`config.mk`:
```
export PLATFORM = sky130hd
export DESIGN_NAME = mux_13_arbiter
export DESIGN_NICKNAME = d
export VERILOG_FILES = /design/src/rtl/mux_13_arbiter.sv
export SDC_FILE = /design/constraint.sdc
export NUM_CORES = 1
export LEC_CHECK = 0
export BUFFER_PORTS_ARGS = -buffer_cell sky130_fd_sc_hd__buf_2
export CORE_MARGIN = 2
export CORE_UTILIZATION = 40
export DETAILED_ROUTE_END_ITERATION = 16
export GPL_TIMING_DRIVEN = 0
export SLEW_MARGIN = 20
export SYNTH_ARGS = -nofsm -noshare
export SYNTH_HDL_FRONTEND = slang
export SYNTH_SLANG_ARGS = --single-unit
export TNS_END_PERCENT = 10
```
`constraint.sdc`:
```
create_clock -name clk -period 6.25 [get_ports clk]
set_input_delay 1.875 -clock clk [delete_from_list [all_inputs] [get_ports clk]]
set_output_delay 1.875 -clock clk [all_outputs]
set_load 0.01 [all_outputs]
```
`src/rtl/mux_13_arbiter.sv`:
```
// rtl/mux_13_arbiter.sv - round-robin arbiter owning the select of a shared 13:1 mux
module mux_13_arbiter #(
    parameter int MAX_HOLD = 16,
    parameter int HOLD_W   = 8
) (
    input  logic        clk,
    input  logic        rst,
    input  logic [12:0] req,
    input  logic        done,
    output logic [12:0] gnt,
    output logic [3:0]  sel,
    output logic        valid
);

    typedef enum logic {
        IDLE,
        GRANT
    } state_t;

    state_t              state;
    state_t              state_nxt;
    logic [3:0]          ptr;
    logic [3:0]          ptr_nxt;
    logic [3:0]          sel_nxt;
    logic [12:0]         gnt_nxt;
    logic                valid_nxt;
    logic [HOLD_W-1:0]   hold;
    logic [HOLD_W-1:0]   hold_nxt;

    logic                found;
    logic [3:0]          pick;
    logic [4:0]          sum;
    logic [3:0]          cand;
    logic                hold_hit;
    logic                release_now;

    // Rotating priority search: first set request at or after the pointer, modulo 13
    always_comb begin
        found = 1'b0;
        pick  = 4'd0;
        sum   = 5'd0;
        cand  = 4'd0;
        for (int i = 0; i < 13; i++) begin
            sum  = {1'b0, ptr} + 5'(i);
            cand = (sum > 5'd12) ? 4'(sum - 5'd13) : sum[3:0];
            if (!found && req[cand]) begin
                found = 1'b1;
                pick  = cand;
            end
        end
    end

    // Release when the owner finishes, withdraws, or exhausts its hold budget
    always_comb begin
        hold_hit    = (MAX_HOLD != 0) && (hold == HOLD_W'(MAX_HOLD));
        release_now = done || !req[sel] || hold_hit;
    end

    // Next-state and registered-output values
    always_comb begin
        state_nxt = state;
        gnt_nxt   = gnt;
        sel_nxt   = sel;
        valid_nxt = valid;
        ptr_nxt   = ptr;
        hold_nxt  = hold;
        case (state)
            IDLE: begin
                gnt_nxt   = 13'd0;
                valid_nxt = 1'b0;
                if (found) begin
                    gnt_nxt   = 13'd1 << pick;
                    sel_nxt   = pick;
                    valid_nxt = 1'b1;
                    hold_nxt  = HOLD_W'(1);
                    state_nxt = GRANT;
                end
            end
            GRANT: begin
                if (release_now) begin
                    gnt_nxt   = 13'd0;
                    valid_nxt = 1'b0;
                    ptr_nxt   = (sel == 4'd12) ? 4'd0 : sel + 4'd1;
                    hold_nxt  = '0;
                    state_nxt = IDLE;
                end else if (hold != {HOLD_W{1'b1}}) begin
                    hold_nxt = hold + HOLD_W'(1);
                end
            end
            default: begin
                state_nxt = IDLE;
                gnt_nxt   = 13'd0;
                valid_nxt = 1'b0;
            end
        endcase
    end

    // State, pointer, hold counter and output registers
    always_ff @(posedge clk) begin
        if (rst) begin
            state <= IDLE;
            gnt   <= 13'd0;
            sel   <= 4'd0;
            valid <= 1'b0;
            ptr   <= 4'd0;
            hold  <= '0;
        end else begin
            state <= state_nxt;
            gnt   <= gnt_nxt;
            sel   <= sel_nxt;
            valid <= valid_nxt;
            ptr   <= ptr_nxt;
            hold  <= hold_nxt;
        end
    end

endmodule

```
==> results of run 1 <==
synth_stat cells, types with 10 or more instances:
cell and instances:
mux2i_1 53, ha_1 22, nand3_1 31, a211oi_1 24, buf_4 12, a22oi_1 10
nand2b_1 18, dfxtp_1 31, or3_1 10, a21oi_1 51, buf_2 33, nor2b_1 22
mux4_2 11, o22ai_1 13, xnor2_1 27, a31oi_1 18, nor2_1 84, and2_1 10
o211ai_1 20, and3_1 11, mux2_2 18, inv_1 22, a22o_1 18, clkbuf_1 34
nor3_1 16, nand2_1 77, o21ai_0 45
stage by stage:
| stage | hold slack [ns] | TNS (ns) |
|---|---|---|
| 6_report | 0.4526 | 0 |
| 5_1_grt | 0.4893 | -0.002281 |
| 4_1_cts | 0.4565 | 0 |
| 3_5_place_dp | 0.4503 | -2.787 |
| 3_3_place_gp | 0.4477 | -4.205 |
| 2_1_floorplan | 0.4805 | 0 |
cell families after synthesis:
logic type	count (synthesis)	share of synthesized area, %
fa+ha+maj	22	3.680
xor+xnor	39	5.019
compound gates	352	36.22
buf+inv	115	7.594
flops	31	8.297
simple gates	356	25.74
mux	84	13.45
layout make-up:
| cell class | instances | share of cell area, % |
|---|---|---|
| Clock buffer | 7 | 1.630 |
| Inverter | 29 | 1.446 |
| Clock inverter | 1 | 0.06152 |
| Sequential cell | 31 | 7.644 |
| Buffer | 85 | 5.660 |
| Multi-Input combinational cell | 853 | 77.93 |
| Timing Repair Buffer | 32 | 2.030 |
| Tap cell | 234 | 3.599 |
registers in the layout, summed over array words and instances, names as in the netlist:
register  flops
gnt          13
hold          8
ptr           4
sel           4
state         1
valid         1
worst max path at each step:
stage,from,end,cells after the start
floorplan,req[2],gnt[9]$_SDFFE_PP0N_,14
global placement,ptr[0]$_SDFFE_PP0P_,gnt[5]$_SDFFE_PP0N_,24
detailed placement,ptr[0]$_SDFFE_PP0P_,gnt[5]$_SDFFE_PP0N_,24
CTS,ptr[0]$_SDFFE_PP0P_,gnt[9]$_SDFFE_PP0N_,22
global route,ptr[0]$_SDFFE_PP0P_,gnt[5]$_SDFFE_PP0N_,24
finish,ptr[0]$_SDFFE_PP0P_,gnt[7]$_SDFFE_PP0N_,23
metal layers:
layer	part of all wire, %	up-vias	global-route usage, %	wire (um)
met2	41	673	50.58	14310
li1	-	3915	-	-
met1	40	4263	44.08	13860
met3	12	180	7.779	4044
met5	0.064	-	0	22
met4	6.6	4	18.05	2277
worst max-delay path, cell delays in order, from the launching register on:
cell       delay (ns)
dfxtp_2          0.47
buf_6            0.19
buf_6            0.17
inv_2            0.09
buf_4            0.20
buf_4            0.20
buf_4            0.22
clkbuf_4         0.27
ha_2             0.46
buf_2            0.29
buf_4            0.29
mux2i_1          0.44
and2_1           0.20
a2111oi_1        0.07
a311oi_1         0.33
nor3_2           0.12
nor2_4           0.30
nand2_2          0.19
o221ai_1         0.28
a2bb2oi_1        0.13
o21ai_0          0.38
o221ai_2         0.26
nor3_2           0.33
a22o_1           0.18
what timing repair did:
action / 4_1_cts / 5_1_grt
gates resized for setup: 4 / 14
buffers inserted: 0 / 2
endpoints found under the setup margin: 15 / 22
hold buffers: 0 / 0
cloned: 0 / 0
hold endpoints to repair: 0 / 0
pin swaps: 0 / 2
report_power, final:
group | switching [mW] | total, mW | internal, mW
combinational | 2.48 | 3.91 | 1.43
sequential | 0.0556 | 0.294 | 0.238
clock | 0.0810 | 0.228 | 0.147
==> metrics.yaml, run 1 <==
run_status:
  outcome: "finished clean"
sta:
  hold_violations: 0
  slew_headroom_pct: 46.67
  fin_crit_ns: 6.168
  setup_ws_ns: 0.08240
  worst_slew_pin_slew_ns: 0.8000
  skew_ns: 0.009044
  setup_viol: 0
  finalMaxSlewViolations: 0
  period_share_pct: 98.68
  clock.fmax_ghz: 0.1621
grt:
  grt.total_usage_pct: 33.44
  grt_max_degree: 17
  antenna_found_initial: 2
  grt-ovfl-total: 0
  grt_pass1_wl_mm: 50.85
  grt_pass1_vias: 8217
layout:
  final_cell_mix: "nor2_1 (83), nand2_1 (77), buf_2 (59)"
  drive_gt1_share_pct: 19.17
  finish.utilization_pct: 43.93
  diodes: 0
  regArea_um2: 621.8
  multiInputGateArea_mm2: 0.006340
  final_nets: 1075
  final_common_cell: "nor2_1"
  instances_no_fill: 1272
  fillers: 1936
  final_area_mm2: 0.008135
  area_delta_synth_final_pct: 8.765
clocking:
  cts_root_buf: "clkbuf_16"
  clk_transition_reported_paths_ns: 0.05
  h-tree-depth: 2
  cts_max_path_buffers: 2
  cts_tree: "done"
  numCtsBuffers: 5
  clk_latency_ns: 0.28
  clock-sinks: 31
synth:
  syn_area_mm2: 0.007480
  synth_fp_nets: 1037
  ys_seq_elements: 31
  synth_top_area_share_pct: 8.297
  synth_area_leader_cell: "dfxtp_1"
  seq_area_frac_synth_pct: 8.297
  ys.flop_type: "dfxtp_1"
  yosysUniqueCellTypes: 117
  synth_edf_count: 0
  yosysWarnings: 0
  synthArstFlopShare_pct: 0
  synth.area.top_cells: "dfxtp_1 (8.3%), mux2i_1 (7.1%), nor2_1 (4.2%)"
  avgSynthCellArea_um2: 7.487
  synth_cells: 999
drt:
  drt_first_pass_iters: 6
  drt-total-wl_mm: 34.52
  drc: 0
  drt-initial-drc-count: 1290
  vias: 9035
  viasPerCell: 7.103
  wl_per_cell_um: 27.14
  antenna_violating_nets_post_route: 0
placed_design:
  preCtsSetupSlack_ns: -0.3003
  place_congestion: 1.053
  port_buffers: 30
  placed_area_mm2: 0.007923
  placed_cells: 1263
  hpwl_mm: 26.10
power:
  p_leak_nw: 3.064
  vdd_drop_max_v: 0.0001742
  power_mw: 4.431
  power.density_mw_per_mm2: 544.7
worst_setup_path:
  r2r_slack_ns: 0.08
  critPathKind: "register to register"
  crit_fanout: 11
  reg2reg_to: "gnt[7]$_SDFFE_PP0N_"
  startpoint_type: "register"
  reg2reg_from: "ptr[0]$_SDFFE_PP0P_"
  required_ns: 6.46
  cp.arrival_ns: 6.38
  reg2reg_depth: 23
  endpoint_kind: "register"
floorplanning:
  pin_count: 34
  initial_core_util_pct: 40.39
  die_w_um: 140.7
  die_area_mm2: 0.01981
  rows: 50
  die_y_um: 140.7
  core-area_mm2: 0.01852
min_path:
  holdCritPathClass: "register to register"
  whs_path_depth: 2
  hold_end: "gnt[12]$_SDFFE_PP0N_"
  min_from: "gnt[12]$_SDFFE_PP0N_"
run:
  maxCapViolCount: 0
Note: power is estimated with default switching activity, not from simulation.
==> run 2: changes to the inputs <==
- ABC_AREA: not set -> 1
==> run 2 against run 1 <==
Compared with the run above: die area is 24% lower; cell count is 5.3% lower; sequential share of layout area is 2.4 points higher; via count is 23% lower; sequential cell count stayed put; fmax is 26% higher; core utilization is 0.71 points higher; routed wire length is 39% lower; highest routed layer is now met4; non-clock buffer count is 65 lower; critical path depth is 2 lower; first-iteration DRC count is 39% lower.
==> metrics.yaml, run 2 <==
worst_setup_path:
  startpoint_type: "input port"
  reg2reg_from: "ptr[0]$_SDFFE_PP0P_"
  endpoint_kind: "register"
  crit_start: "req[12]"
  critPathKind: "input port to register"
  reg2reg_to: "gnt[11]$_SDFFE_PP0N_"
  crit_end: "gnt[11]$_SDFFE_PP0N_"
  crit_fanout: 10  # -1
  crit_buf_inv: 3  # -6
  cp_slowest_cell: "clkbuf_1"
  cp_top_family: "simple AND/OR/NAND/NOR gates"
  reg2reg_depth: 28  # +22%
  path_cells: "clkbuf_1, inv_1, nor2_1, nand3_1, a21oi_1, nand3_1, nand2_2, clkinv_2, nand2_1, nor3_1, nor2_1, nand2_1, nor2_1, nand3_1, nor2_1, nand2_1, nor2_1, nand3_1, nor2_4, nand3_1, a21oi_1"
  cp.arrival_ns: 5.10  # -1.28 ns
  critical_path_depth: 21  # -8.7%
  r2r_slack_ns: 1.40  # +1.32 ns
  cp_slowest_stage_delay_ns: 0.52  # +0.05 ns
  required_ns: 6.44  # -0.02 ns
clocking:
  clk_transition_reported_paths_ns: 0.05  # about the same
  clk_latency_ns: 0.27  # about the same
  postCtsSetupRepairBufs: 0  # unchanged
  cts.repair.resized: 0  # -4
  cts_max_path_buffers: 2  # unchanged
  postCtsHoldBufs: 0  # unchanged
  clock-sinks: 31  # unchanged
  numCtsBuffers: 5  # unchanged
  h-tree-depth: 2  # unchanged
  cts_tree: "done"
  cts_root_buf: "clkbuf_16"
layout:
  fillers: 1505  # -22%
  final_common_cell: "nand2_1"
  largest_reg_flops: 13  # unchanged
  final_cell_mix: "nand2_1 (251), nand3_1 (156), inv_1 (107)"
  instances_no_fill: 1205  # -5.3%
  drive_gt1_share_pct: 13.56  # -5.6 points
  area_delta_synth_final_pct: 9.017
  reg_top3: "gnt (13), hold (8)"
  diodes: 0  # unchanged
  final_nets: 1062  # -1.2%
  final_area_mm2: 0.006172  # -24%
  largest_register: "gnt"
sta:
  hold_slack_ns: 0.4622  # +0.009565 ns
  rsz0062_at_grt: "false"
  skew_ns: 0.004337  # -0.004707 ns
  fin_crit_ns: 4.908  # -1.260 ns
  setup_tns_ns: 0  # unchanged
  clock.fmax_ghz: 0.2038  # +26%
  period_share_pct: 78.53  # -20 points
  setup_viol: 0  # unchanged
  finalMaxSlewViolations: 0  # unchanged
  worst_slew_pin_slew_ns: 0.9111  # +0.1111 ns
  slew_headroom_pct: 38.62  # -8.1 points
  hold_violations: 0  # unchanged
floorplanning:
  pin_count: 34  # unchanged
  rows: 43  # -14%
  core-area_mm2: 0.01383  # -25%
  initial_core_util_pct: 40.95  # +0.55 points
  die_y_um: 123.0  # -13%
  die_area_mm2: 0.01512  # -24%
  die_w_um: 123.0  # -13%
synth:
  ys.flop_type: "dfxtp_1"
  synth_area_leader_cell: "nand2_1"
  synth-simple-area-share_pct: 49.13  # +23 points
  syn_area_mm2: 0.005662  # -24%
  synthArstFlopShare_pct: 0  # unchanged
  synth.area.top_cells: "nand2_1 (17%), nand3_1 (14%), dfxtp_1 (11%)"
  yosysWarnings: 0  # unchanged
  synth-compound-area-share_pct: 21.46  # -15 points
  synth_cells: 992  # -0.70%
  synthMuxAreaShare_pct: 0  # -13 points
  yosysUniqueCellTypes: 49  # -58%
  synth_commonest_cells: "nand2_1 (251), nand3_1 (156), inv_1 (107)"
  synth.most_common_cell: "nand2_1"
  synth_xor_area_share_pct: 2.320  # -2.7 points
  seq_area_frac_synth_pct: 10.96  # +2.7 points
  ys_seq_elements: 31  # unchanged
  synth_edf_count: 0  # unchanged
  avgSynthCellArea_um2: 5.707  # -24%
  synth_fp_nets: 1030  # -0.68%
  synth_top_family_by_area: "simple AND/OR/NAND/NOR gates"
  yosys.area_share.adder_pct: 4.862  # +1.2 points
  synth_top_area_share_pct: 16.64  # +8.3 points
grt:
  grt.total_usage_pct: 27.97  # -5.5 points
  grt_max_degree: 16  # -1
  grt_pass1_wl_mm: 33.02  # -35%
  antenna_found_initial: 0  # -2
  grt_pass1_vias: 6068  # -26%
  grt-ovfl-total: 0  # unchanged
drt:
  viasPerCell: 5.750  # -19%
  wl_per_cell_um: 17.43  # -36%
  drt-total-wl_mm: 21.01  # -39%
  antenna_violating_nets_post_route: 0  # unchanged
  drt_first_pass_iters: 5  # -1
  drc: 0  # unchanged
  vias: 6929  # -23%
  drt-initial-drc-count: 784  # -39%
placed_design:
  placed_area_mm2: 0.006012  # -24%
  hpwl_mm: 16.29  # -38%
  place_congestion: 0.9778  # -7.1%
  port_buffers: 25  # -17%
  placed_cells: 1197  # -5.2%
run_status:
  outcome: "finished clean"
run:
  maxCapViolCount: 0  # unchanged
min_path:
  holdCritPathClass: "register to register"
-- run 2: area by class of cell --
cell class	count	area [um2]	share of cell area, %
plain buffers	27	148.9	2.412
clock buffers	7	152.6	2.473
multi-input cells	806	4403	71.34
inverters	128	489.2	7.926
well taps	180	225.2	3.649
repair buffers	25	125.1	2.027
clock inverters	1	7.507	0.1216
flip-flops and latches	31	620.6	10.05
-- run 2: through the flow --
stage	worst slack [ns]	util, %
after global routing	1.056	44.64
after detailed placement	1.205	43.48
after CTS	1.477	44.64
final	1.342	44.64
after global placement	1.173	43.48
after floorplan	2.065	-
-- run 2: cell families after synthesis --
group / count (synthesis)
flops: 31
compound gates: 199
xor+xnor: 15
buf+inv: 155
fa+ha+maj: 22
simple gates: 570
-- run 2: how the worst min path moves through the flow --
stage / from / end / slack (ns) / cells past startpoint
finish: gnt[3]$_SDFFE_PP0N_ / gnt[3]$_SDFFE_PP0N_ / 0.46 / 2
global route: gnt[4]$_SDFFE_PP0N_ / gnt[4]$_SDFFE_PP0N_ / 0.48 / 2
CTS: gnt[3]$_SDFFE_PP0N_ / gnt[3]$_SDFFE_PP0N_ / 0.46 / 2
detailed placement: gnt[4]$_SDFFE_PP0N_ / gnt[4]$_SDFFE_PP0N_ / 0.46 / 2
global placement: gnt[10]$_SDFFE_PP0N_ / gnt[10]$_SDFFE_PP0N_ / 0.45 / 2
floorplan: hold[3]$_SDFFE_PP0P_ / hold[3]$_SDFFE_PP0P_ / 0.46 / 1
-- run 2: routing by layer --
metal	part of all wire, %	global-route usage, %	vias up	wire length, um
met5	0	0	-	0
met4	3.1	8.736	0	656
met3	10	5.535	45	2171
met2	42	41.61	342	8724
met1	45	40.43	3122	9452
li1	-	-	3420	-
-- run 2: tightest hold or removal path: cells and delay by family (launching register included) --
kind | cells | cell delay [ns]
AND/OR/NAND/NOR | 1 | 0.06
AO/OA/AOI/OAI | 1 | 0.05
flip-flops | 1 | 0.30
Power of run 2 is left out: the tool's default activity adds up to more than one toggle a clock period on the data nets, which glitch-free logic cannot reach.
==> run 3: changes to the inputs <==
- ABC_AREA: 1 -> 0
- clock period: 6.25 -> 4.57 ns (I/O delays scaled with it)
==> run 3 against run 2 <==
Compared with the run above: worst setup slack got worse by 1.3 ns; clock skew about the same; global-route usage grew 7.9 points; count of clock-buffer cells in the layout stayed put; routed wire length grew 75%; core utilization rose by 7.9 points; first-iteration DRC count grew 100%; highest routed layer unchanged; critical path depth down 6; cell area rose by 58%; register-to-register slack got worse by 1.4 ns; sequential share of layout area decreased by 3.5 points.
==> metrics.yaml, run 3 (same netlist as run 1, synthesis figures left out) <==
worst_setup_path:
  cp_slowest_cell: "clkbuf_1"
  crit_start: "req[6]"
  cp.arrival_ns: 4.76  # -0.34 ns
  path_cells: "buf_2, clkbuf_1, nand3_1, o211ai_1, mux2i_1, a211oi_2, a221oi_4, buf_12, buf_4, nor4_4, o311a_1, o21ai_2, a21oi_2, or3b_1, a21oi_1"
  crit_fanout: 10  # unchanged
  endpoint_kind: "register"
  critPathKind: "input port to register"
  startpoint_type: "input port"
  reg2reg_from: "ptr[2]$_SDFFE_PP0P_"
  required_ns: 4.78  # -1.66 ns
  cp_slowest_stage_delay_ns: 0.61  # +0.09 ns
sta:
  rsz0062_at_grt: "true"
  clock.fmax_ghz: 0.2197
  finalMaxSlewViolations: 0  # unchanged
  slew_headroom_pct: 40.25  # +1.6 points
  setup_viol: 0  # unchanged
  hold_violations: 0  # unchanged
  period_share_pct: 99.62
  fin_crit_ns: 4.553
  skew_ns: 0.004236  # -0.0001001 ns
  worst_slew_pin_slew_ns: 0.8963  # -0.01484 ns
  setup_tns_ns: 0  # unchanged
layout:
  final_cell_mix: "buf_4 (83), nor2_1 (77), nand2_1 (73)"
  largest_reg_flops: 13  # unchanged
  reg_top3: "gnt (13), hold (8)"
  final_area_mm2: 0.009736  # +58%
  final_common_cell: "buf_4"
  area_delta_synth_final_pct: 30.16
  final_nets: 1139  # +7.3%
  finish.utilization_pct: 52.57  # +7.9 points
  largest_register: "gnt"
  drive_gt1_share_pct: 34.75  # +21 points
clocking:
  cts_tree: "done"
  cts_max_path_buffers: 2  # unchanged
  clk_transition_reported_paths_ns: 0.05  # about the same
  numCtsBuffers: 5  # unchanged
  clk_latency_ns: 0.28  # about the same
  h-tree-depth: 2  # unchanged
  postCtsHoldBufs: 0  # unchanged
  cts_root_buf: "clkbuf_16"
  clock-sinks: 31  # unchanged
placed_design:
  port_buffers: 30  # +20%
  place_congestion: 1.071  # +9.5%
  placed_area_mm2: 0.007975  # +33%
  hpwl_mm: 26.35  # +62%
drt:
  wl_per_cell_um: 27.50  # +58%
  drt-initial-drc-count: 1578  # +100%
  drc: 0  # unchanged
  viasPerCell: 7.110  # +24%
  vias: 9506  # +37%
  drt-total-wl_mm: 36.77  # +75%
  antenna_violating_nets_post_route: 0  # unchanged
  drt_first_pass_iters: 7  # +2
power:
  clkPwrFrac_pct: 4.5
  comb_power_share_pct: 90.3
  power.density_mw_per_mm2: 801.6
  switching_share_pct: 53.97
  p_leak_nw: 3.700
  seqPwrFrac_pct: 5.2
  p_int_mw: 3.592
  power_switching_mw: 4.212
  vdd_drop_max_v: 0.0003242
grt:
  grt_pass1_vias: 8971  # +48%
  busiest_layer: "met2"
  grt.total_usage_pct: 35.85  # +7.9 points
  grt_max_degree: 17  # +1
  grt-ovfl-total: 0  # unchanged
  grt_use_met1_pct: 45.91  # +5.5 points
  antenna_found_initial: 1  # +1
  met2_usage_pct: 53.89  # +12 points
  grtUsageMet3_pct: 9.952  # +4.4 points
  grt_pass1_wl_mm: 54.72  # +66%
min_path:
  min_from: "valid$_SDFFE_PP0N_"
  holdCritPathClass: "register to register"
run_status:
  outcome: "finished clean"
floorplanning:
  die_w_um: 140.7  # +14%
  initial_core_util_pct: 40.39  # -0.55 points
  die_y_um: 140.7  # +14%
  rows: 50  # +16%
  pin_count: 34  # unchanged
  core-area_mm2: 0.01852  # +34%
  die_area_mm2: 0.01981  # +31%
run:
  maxCapViolCount: 0  # unchanged
[run 3: what timing repair did]
action                     CTS  global route
gates cloned                 1             0
gates resized for setup    167            92
setup buffers               50            26
pin swaps                   36            34
setup endpoints to repair   27            25
[run 3: critical path: cells and delay by family]
family	cells	cell delay (ns)
AO/OA/AOI/OAI	7	1.30
multiplexers	1	0.12
buffers and inverters	4	1.09
AND/OR/NAND/NOR	3	0.87
[run 3: final timing paths]
path,cells after the start,slack [ns],to
max,15,0.02,gnt[5]$_SDFFE_PP0N_
min,1,0.46,valid$_SDFFE_PP0N_
max reg2reg,19,0.03,gnt[5]$_SDFFE_PP0N_
min reg2reg,1,0.46,valid$_SDFFE_PP0N_
[run 3: power by group through the flow]
| stage | Sequential, mW | Clock (mW) | Combinational, mW |
|---|---|---|---|
| 2_1_floorplan | 0.392 | 0 | 3.74 |
| 3_3_place_gp | 0.401 | 0 | 5.11 |
| 3_5_place_dp | 0.400 | 0 | 5.10 |
| 4_1_cts | 0.399 | 0.355 | 6.38 |
| 5_1_grt | 0.411 | 0.364 | 7.33 |
| 6_report | 0.407 | 0.349 | 7.05 |
[run 3: routing by layer]
| metal | vias to the layer above | wire [um] |
|---|---|---|
| li1 | 4060 | - |
| met1 | 4483 | 13830 |
| met2 | 759 | 15460 |
| met3 | 204 | 4954 |
| met4 | 0 | 2530 |
| met5 | - | 0 |
[run 3: through the flow]
step,hold WS (ns),setup WS (ns),instances,power (mW)
CTS,0.4632,-0.01712,1317,7.136
detailed placement,0.4540,-1.529,1263,5.504
global placement,0.4486,-1.568,1263,5.514
finish,0.4617,0.01745,1337,7.804
floorplan,0.4805,0.000002220,999,4.132
global route,0.4850,-0.02728,1336,8.102
[run 3: layout make-up]
type                            count  area (um2)
Inverter                           29       132.6
Clock buffer                        7       152.6
Timing Repair Buffer              104       767.0
Sequential cell                    31       635.6
Fill cell                        1818        8782
Multi-Input combinational cell    853        7129
Clock inverter                      1       7.507
Tap cell                          234       292.8
Antenna cell                        1       2.502
Buffer                             77       615.6
